**src/rtl/intr_ctrl.sv**
```systemverilog
// Interrupt controller: latches, masks and prioritises device lines [7:2],
// presents one request to the CPU and tracks it from acknowledge until ERET.
module intr_ctrl #(
    parameter int               N_SRC    = 6,
    parameter logic [N_SRC-1:0] MASK_RST = '0
) (
    input  logic             clk,
    input  logic             reset,
    input  logic             sel,
    input  logic             we,
    input  logic [1:0]       dev_addr,
    input  logic [31:0]      wd,
    output logic [31:0]      rd,
    input  logic [N_SRC-1:0] hw_intr_in,
    output logic             intr_req,
    output logic [2:0]       intr_id,
    input  logic             intr_ack,
    input  logic             eret
);

    localparam logic [1:0] IDLE = 2'd0;
    localparam logic [1:0] REQ  = 2'd1;
    localparam logic [1:0] SERV = 2'd2;

    logic [1:0]       state;
    logic [N_SRC-1:0] pend, mask, mode, in_prev;
    logic [2:0]       id_q, srv_id;

    logic [N_SRC-1:0] pend_n, mask_n, w1c, ack_clr, lat_oh, set_e;
    logic [N_SRC-1:0] pm;
    logic             win_vld, held, ack_ok;
    logic [2:0]       win_id;
    logic             wr_pend, wr_mask, wr_mode;
    logic             unused_wd;

    assign unused_wd = ^{wd[31:N_SRC+2], wd[1:0]};

    assign wr_pend = sel && we && (dev_addr == 2'd0);
    assign wr_mask = sel && we && (dev_addr == 2'd1);
    assign wr_mode = sel && we && (dev_addr == 2'd2);

    assign lat_oh  = {{(N_SRC-1){1'b0}}, 1'b1} << (id_q - 3'd2);
    assign ack_ok  = (state == REQ) && intr_ack;
    assign ack_clr = ack_ok ? lat_oh : '0;
    assign w1c     = wr_pend ? wd[N_SRC+1:2] : '0;
    assign set_e   = hw_intr_in & ~in_prev;

    // Edge sources: set beats any clear; level sources just follow the line.
    assign pend_n = (mode & (set_e | (pend & ~w1c & ~ack_clr)))
                  | (~mode & hw_intr_in);
    assign mask_n = wr_mask ? wd[N_SRC+1:2] : mask;
    assign held   = |(pend_n & mask_n & lat_oh);
    assign pm     = pend & mask;

    always_comb begin
        win_vld = 1'b0;
        win_id  = 3'd0;
        for (int i = 0; i < N_SRC; i++) begin
            if (pm[i]) begin
                win_vld = 1'b1;
                win_id  = 3'(i + 2);
            end
        end
    end

    always_ff @(posedge clk or posedge reset) begin
        if (reset) begin
            pend    <= '0;
            mask    <= MASK_RST;
            mode    <= '1;
            in_prev <= '0;
        end else begin
            pend    <= pend_n;
            mask    <= mask_n;
            in_prev <= hw_intr_in;
            if (wr_mode) mode <= wd[N_SRC+1:2];
        end
    end

    always_ff @(posedge clk or posedge reset) begin
        if (reset) begin
            state  <= IDLE;
            id_q   <= 3'd0;
            srv_id <= 3'd0;
        end else begin
            case (state)
                IDLE: if (win_vld) begin
                    state <= REQ;
                    id_q  <= win_id;
                end
                REQ: if (intr_ack) begin
                    state  <= SERV;
                    srv_id <= id_q;
                end else if (!held) begin
                    state <= IDLE;
                end
                SERV: if (eret) begin
                    state  <= IDLE;
                    srv_id <= 3'd0;
                end
                default: state <= IDLE;
            endcase
        end
    end

    assign intr_req = (state == REQ);
    assign intr_id  = (state == REQ) ? id_q : 3'd0;

    always_comb begin
        rd = 32'd0;
        case (dev_addr)
            2'd0: rd = {{(30-N_SRC){1'b0}}, pend, 2'b00};
            2'd1: rd = {{(30-N_SRC){1'b0}}, mask, 2'b00};
            2'd2: rd = {{(30-N_SRC){1'b0}}, mode, 2'b00};
            default: rd = {state == SERV, 28'd0, srv_id};
        endcase
    end

endmodule

```
**config.mk**
```make
export PLATFORM = sky130hd
export DESIGN_NAME = intr_ctrl
export DESIGN_NICKNAME = d
export VERILOG_FILES = /design/src/rtl/intr_ctrl.sv
export SDC_FILE = /design/constraint.sdc
export NUM_CORES = 1
export LEC_CHECK = 0
export CAP_MARGIN = 15
export CORE_ASPECT_RATIO = 1.2
export CORE_MARGIN = 2
export CORE_UTILIZATION = 35
export CTS_CLUSTER_DIAMETER = 60
export DETAILED_ROUTE_END_ITERATION = 6
export GPL_ROUTABILITY_DRIVEN = 0
export PLACE_DENSITY = 0.66
export SLEW_MARGIN = 25
export SYNTH_ARGS = -nofsm -noshare
export SYNTH_HDL_FRONTEND = slang
export SYNTH_SLANG_ARGS = --single-unit
```
**constraint.sdc**
```tcl
create_clock -name clk -period 4.3 [get_ports clk]
set_clock_uncertainty 0.1 [all_clocks]
set_input_delay 0.645 -clock clk [delete_from_list [all_inputs] [get_ports clk]]
set_output_delay 0.645 -clock clk [all_outputs]
set_load 0.01 [all_outputs]
```
==> out/results.txt, run 1 <==
Top layer in use: met4
Met3 WL post-DR: 216 um
CTS Sinks: 32
Clock root cell: clkbuf_8
# Max-Cap Violations: 0
Final wirelength: 4.277 mm
ANT cells: 0
P&R area growth vs syn: 22.05%
Syn. warnings: 0
Via count: 1,407
Vias/cell: 5.116
Fmax: 293.9 MHz
Die Ht: 83.52 um
Seq/Total Area, Yosys: 43.83%
Period Utilization, post-route: 79.14%
GR Util All Layers: 14.99%
Post-cts sizing count: 0
Outcome: finished, final reports clean
Core area: 5010 um^2
Register share of total power: 40.8%
Avg WL per Cell: 15.55 um
PortBufs: 32
Post-CTS Hold Buffers: 0
Max Root-Sink Buffers: 2
Kind of critical path: in -> out
Setup_tns: 0 ns
Cell row count: 28
Top-area cell type share of the netlist area: 35.28%
Initial Util: 36.81%
Crit end category: output pin
Post-synth EDFFs: 0
Critical Path RT: 3.56 ns
First-pass GRT wire length: 6.844 mm
Async SR Flop Fraction: 100.0%
Max rail drop VDD: 0.1787 mV
CP startpoint: dev_addr[0]
CTS tree: built
Clk pwr share: 27.3%
Reg clk slew, reported paths: 0.07 ns
Max Slew Vio Count: 0
Crit-path cells: clkdlybuf4s50_1, mux4_2, clkdlybuf4s50_1
CP Launch Type: input port
Number of remaining DRC errors: 0
Logic pwr share: 32.0%
Setup Buffers After CTS: 0
Worst slew pin tran: 0.6988 ns
Antenna Nets Post-Route: 0
Most frequently used flop master after synthesis: dfrtp_1
Clock latency on the worst-skew pair: 0.29 ns
Gate Count Post-Synth: 181
DR iter-0 viols: 41
HPWL after DPL: 3.029 mm
Kind of cell adding the most delay to the critical path: buffers and inverters
RSZ-0062 raised after global routing: no
Total gr overflow: 0
Finish-stage setup viols: 0
Worst Path Buf+Inv: 2
Hold Path Origin: mask[0]
PD cells: 525.7 nW/um^2
# H-tree levels: 2
Mapped cell area: 1844 um^2
Largest net degree at the start of global routing: 33
Met2 WL post-DR: 2.091 mm
Crit path time final: 3.403 ns
Data arrival, critical path: 2.66 ns
Worst path max stage delay: 0.92 ns
Number of global-route vias before repair: 1,384
Switching share of power: 33.48%
Die X: 70.27 um
Reported net switching power: 0.0003962 W
FF+latch count, synth: 32
Layout fillers: 505
Pre-antenna DRT Iters: 4
Hold Vio Cnt, Final: 0
Reg-to-reg critical path startpoint: id_q[0]
CP dominant cell by count: clkdlybuf4s50_1
Syn_area_per_cell: 10.19 um^2
Share of layout cells above drive strength 1: 15.35%
Dpl ws: 0.8860 ns
Max-slew headroom: 53.27%
I/O pin cnt: 82
Die ar.: 5869 um^2
Top cells by area, synth: dfrtp_1, buf_4, dfstp_2
Final #Nets: 260
CTS Buf Count: 5
Largest area contributor in the netlist: dfrtp_1
Worst min path class: reg -> reg
Crit path max-delay cell type: clkdlybuf4s50_1
Setup ws final: 0.8972 ns
Leakage Power: 0.9921 nW
Pint: 0.0007872 W
Initial antenna violation count: 0
Routed length on met1: 1.901 mm
Distinct cell type count after synthesis: 43
Crit Path Max Fanout: 12
power by group through the flow:
stage | Combinational, W | Clock, W | Sequential, W
2_1_floorplan | 0.000315 | 0 | 0.000425
3_3_place_gp | 0.000374 | 0 | 0.000484
3_5_place_dp | 0.000380 | 0 | 0.000485
4_1_cts | 0.000381 | 0.000328 | 0.000481
5_1_grt | 0.000416 | 0.000341 | 0.000496
6_report | 0.000378 | 0.000323 | 0.000483
flip-flops by register name, summed over array words and instances (netlist names):
name     flops
mask         6
pend         6
in_prev      6
state        2
mode         6
id_q         3
srv_id       3
final cells by class:
cell class	count	area (um^2)	area share (%)
repair buffers	33	327.8	14.56
well taps	60	75.07	3.335
flip-flops and latches	32	808.3	35.91
clock buffers	7	96.34	4.280
clock inverters	1	30.03	1.334
inverters	2	7.507	0.3335
multi-input cells	140	905.9	40.24
path summary, 6_finish.rpt:
| kind | endpoint | slack, ns | depth (start not counted) |
|---|---|---|---|
| setup / recovery | rd[2] | 0.90 | 3 |
| hold / removal | mask[0] | 0.46 | 1 |
| setup reg to reg | state[0] | 2.43 | 5 |
| hold reg to reg | mask[0] | 0.46 | 1 |
| max in group asynchronous | mode[1] | 3.11 | 3 |
| min in group asynchronous | srv_id[0] | 0.63 | 3 |
synthesized netlist by cell type (4+ instances only):
| master | count |
|---|---|
| a21oi_1 | 8 |
| a22oi_1 | 4 |
| and2_1 | 4 |
| buf_2 | 5 |
| buf_4 | 24 |
| dfrtp_1 | 26 |
| dfstp_2 | 6 |
| mux2_2 | 12 |
| mux2i_1 | 5 |
| nand2_1 | 22 |
| nor2_1 | 9 |
| o21ai_0 | 6 |
stage by stage:
stage / total power, W / hold slack [ns] / utilization (%) / area (um^2) / std cells
floorplan: 0.0007401 / 0.4108 / - / 1927 / 203
global placement: 0.0008574 / 0.4312 / 42.41 / 2125 / 267
CTS: 0.001190 / 0.4611 / 44.93 / 2251 / 275
detailed placement: 0.0008644 / 0.4455 / 42.41 / 2125 / 267
finish: 0.001183 / 0.4615 / 44.93 / 2251 / 275
global route: 0.001253 / 0.4837 / 44.93 / 2251 / 275
metal layers:
layer	global-route usage, %	vias up
li1	-	675
met1	18.72	679
met2	23.93	44
met3	3.140	9
met4	8.217	0
met5	0	-
logic make-up (layout without fill, tap and decap cells):
family                 Yosys count  in the layout  share of synthesized area (%)
AND/OR/NAND/NOR                 58             58                          17.44
multiplexers                    18             18                          11.26
flip-flops                      32             32                          43.83
buffers and inverters           31             43                          11.53
other                            1             23                         0.2033
AO/OA/AOI/OAI                   41             41                          15.74
cell usage in the layout, fill, tap and decap left out, types with 2 or more instances in the layout:
master,netlist,layout
inv_1,2,2
conb_1,1,23
a22oi_1,4,4
o21ai_0,6,6
nand3b_1,2,2
a21oi_1,8,8
mux2_2,12,12
mux2i_1,5,5
dfstp_2,6,6
clkbuf_8,0,7
dfrtp_1,26,26
nor2_1,9,9
nand2_1,22,22
o22ai_1,3,3
nor2b_1,3,3
nand4_1,2,2
o31ai_1,2,2
nand3_1,3,3
and3b_1,2,2
and2_1,4,4
and3_1,2,2
a22o_1,3,3
a21boi_0,2,2
clkdlybuf4s50_1,0,32
a41o_1,2,2
nand2b_1,3,3
a31oi_1,2,2
Power figures use the tool's default switching activity.
==> run 2: changes to the inputs <==
PLACE_DENSITY = 0.69   (was 0.66)
clock period = 3.08 ns   (was 4.3 ns; I/O delays follow)
==> out/results.txt, run 2 (synthesis results as in run 1) <==
GR Util All Layers: 14.81% (was 14.99%)
PD cells: 688.0 nW/um^2 (was 525.7 nW/um^2)
Largest net degree at the start of global routing: 33 (unchanged)
HPWL after DPL: 3.133 mm (was 3.029 mm)
Switching share of power: 34.96% (was 33.48%)
Share of layout cells above drive strength 1: 15.21% (was 15.35%)
Reg clk slew, reported paths: 0.06 ns (was 0.07 ns)
Die Ht: 83.52 um (unchanged)
Clock root cell: clkbuf_8 (unchanged)
Register area: 808.3 um^2 (unchanged)
Number of cells after detailed placement: 269 (was 267)
Total gr overflow: 0 (unchanged)
CTS Buf Count: 5 (unchanged)
Avg WL per Cell: 14.86 um (was 15.55 um)
Cell row count: 28 (unchanged)
RSZ-0062 raised after global routing: no (unchanged)
Register share of total power: 43.8% (was 40.8%)
Pint: 0.0009976 W (was 0.0007872 W)
Area of placed instances: 2140 um^2 (was 2125 um^2)
Logic pwr share: 34.4% (was 32.0%)
Crit path max-delay cell type: clkdlybuf4s50_1 (unchanged)
Crit path time final: 2.800 ns
Finish-stage setup viols: 0 (unchanged)
Crit-path cells: clkdlybuf4s50_1, mux4_2, clkdlybuf4s50_1 (unchanged)
Critical Path RT: 2.52 ns (was 3.56 ns)
CP dominant cell by count: clkdlybuf4s50_1 (unchanged)
Pre-antenna DRT Iters: 4 (unchanged)
Setup_tns: 0 ns (unchanged)
Crit Path Max Fanout: 6 (was 12)
Layout fillers: 483 (was 505)
Max rail drop VDD: 0.3343 mV (was 0.1787 mV)
Commonest non-fill, non-tap cells in the layout: clkdlybuf4s50_1, dfrtp_1, conb_1 (unchanged)
Worst Path Buf+Inv: 2 (unchanged)
Kind of cell adding the most delay to the critical path: buffers and inverters (unchanged)
Core area: 5010 um^2 (unchanged)
Number of global-route vias before repair: 1,437 (was 1,384)
Final wirelength: 4.115 mm (was 4.277 mm)
Worst min path class: in -> async (was reg -> reg)
Data arrival, critical path: 2.24 ns (was 2.66 ns)
Outcome: finished, final reports clean (unchanged)
Max Slew Vio Count: 0 (unchanged)
Number of remaining DRC errors: 0 (unchanged)
ANT cells: 0 (unchanged)
Initial Util: 36.81% (unchanged)
DR iter-0 viols: 42 (was 41)
Antenna Nets Post-Route: 0 (unchanged)
Setup Buffers After CTS: 0 (unchanged)
# H-tree levels: 2 (unchanged)
Initial antenna violation count: 0 (unchanged)
CP Launch Type: input port (unchanged)
Crit end category: output pin (unchanged)
Die ar.: 5869 um^2 (unchanged)
Final #Nets: 262 (was 260)
Reg2reg end: state[0] (unchanged)
Vias/cell: 5.119 (was 5.116)
CTS Sinks: 32 (unchanged)
Reg2reg setup slack: 1.23 ns (was 2.43 ns)
# Max-Cap Violations: 0 (unchanged)
PortBufs: 32 (unchanged)
Reported net switching power: 0.0005363 W (was 0.0003962 W)
Max Root-Sink Buffers: 2 (unchanged)
Hold Vio Cnt, Final: 0 (unchanged)
Kind of critical path: in -> out (unchanged)
Cell area after layout: 2230 um^2 (was 2251 um^2)
Period Utilization, post-route: 90.91%
Post-CTS Hold Buffers: 0 (unchanged)
Area of the multi-input gates: 905.9 um^2 (unchanged)
Final Non-Filler Cells: 277 (was 275)
Clk pwr share: 21.7% (was 27.3%)
Clock latency on the worst-skew pair: 0.29 ns (about the same)
Leakage Power: 0.9827 nW (was 0.9921 nW)
Worst path max stage delay: 0.71 ns (was 0.92 ns)
P&R area growth vs syn: 20.90% (was 22.05%)
Die X: 70.27 um (unchanged)
Core Util, Final: 44.51% (was 44.93%)
I/O pin cnt: 82 (unchanged)
First-pass GRT wire length: 6.775 mm (was 6.844 mm)
Via count: 1,418 (was 1,407)
Worst R2R Path Depth: 5 (unchanged)
Most common cell after layout, fill and taps aside: clkdlybuf4s50_1 (unchanged)
Reg-to-reg critical path startpoint: id_q[0] (unchanged)
CTS tree: built (unchanged)
Fmax: 357.1 MHz
Post-cts sizing count: 0 (unchanged)
## run 2: cell types whose count changed in the layout (fill, tap and decap cells not counted), sizes merged
| cell | before | now |
|---|---|---|
| buf | 1 | 3 |
| bufinv | 1 | 0 |
| clkbuf | 7 | 8 |
## run 2: final cells by class
| type | instances | area share (%) |
|---|---|---|
| timing repair buffer | 35 | 15.38 |
| clock buffer | 8 | 4.040 |
| tap | 60 | 3.367 |
| inverter | 2 | 0.3367 |
| sequential | 32 | 36.25 |
| multi-input combinational | 140 | 40.63 |
## run 2: routing by layer
metal	GRT usage, %	wire length [um]	vias to the layer above
li1	-	-	675
met1	17.57	1733	691
met2	25.39	2099	46
met3	3.382	199	6
met4	6.294	82	0
met5	0	0	-
## run 2: worst max path at each step
stage,startpoint,end,slack (ns),cells after the start
2_1_floorplan,dev_addr[0],rd[2],1.29,2
3_3_place_gp,dev_addr[0],rd[3],0.25,5
3_5_place_dp,dev_addr[0],state[0],0.24,7
4_1_cts,dev_addr[0],rd[2],0.26,3
5_1_grt,dev_addr[0],rd[3],0.17,5
6_report,dev_addr[0],rd[2],0.28,3
## run 2: power groups by stage
stage               logic [W]  registers, W  clock network, W
CTS                  0.000535      0.000670          0.000342
floorplan            0.000440      0.000593                 0
finish               0.000528      0.000672          0.000334
global placement     0.000522      0.000676                 0
global route         0.000588      0.000690          0.000358
detailed placement   0.000533      0.000678                 0
## run 2: stage by stage
step                      total power (W)  worst slack, ns  hold slack, ns
after floorplan                  0.001033            1.294          0.3934
after global placement           0.001197           0.2455          0.4356
after detailed placement         0.001212           0.2396          0.4527
after CTS                        0.001547           0.2582          0.4670
after global routing             0.001635           0.1694          0.4889
final                            0.001534           0.2799          0.4664
## run 2: worst register-to-register path: stages (launching register included)
cell and delay (ns):
dfrtp_1 0.51, nand3b_1 0.25, o2bb2a_1 0.32, a32o_1 0.27, a2bb2oi_1 0.19, a31oi_1 0.10
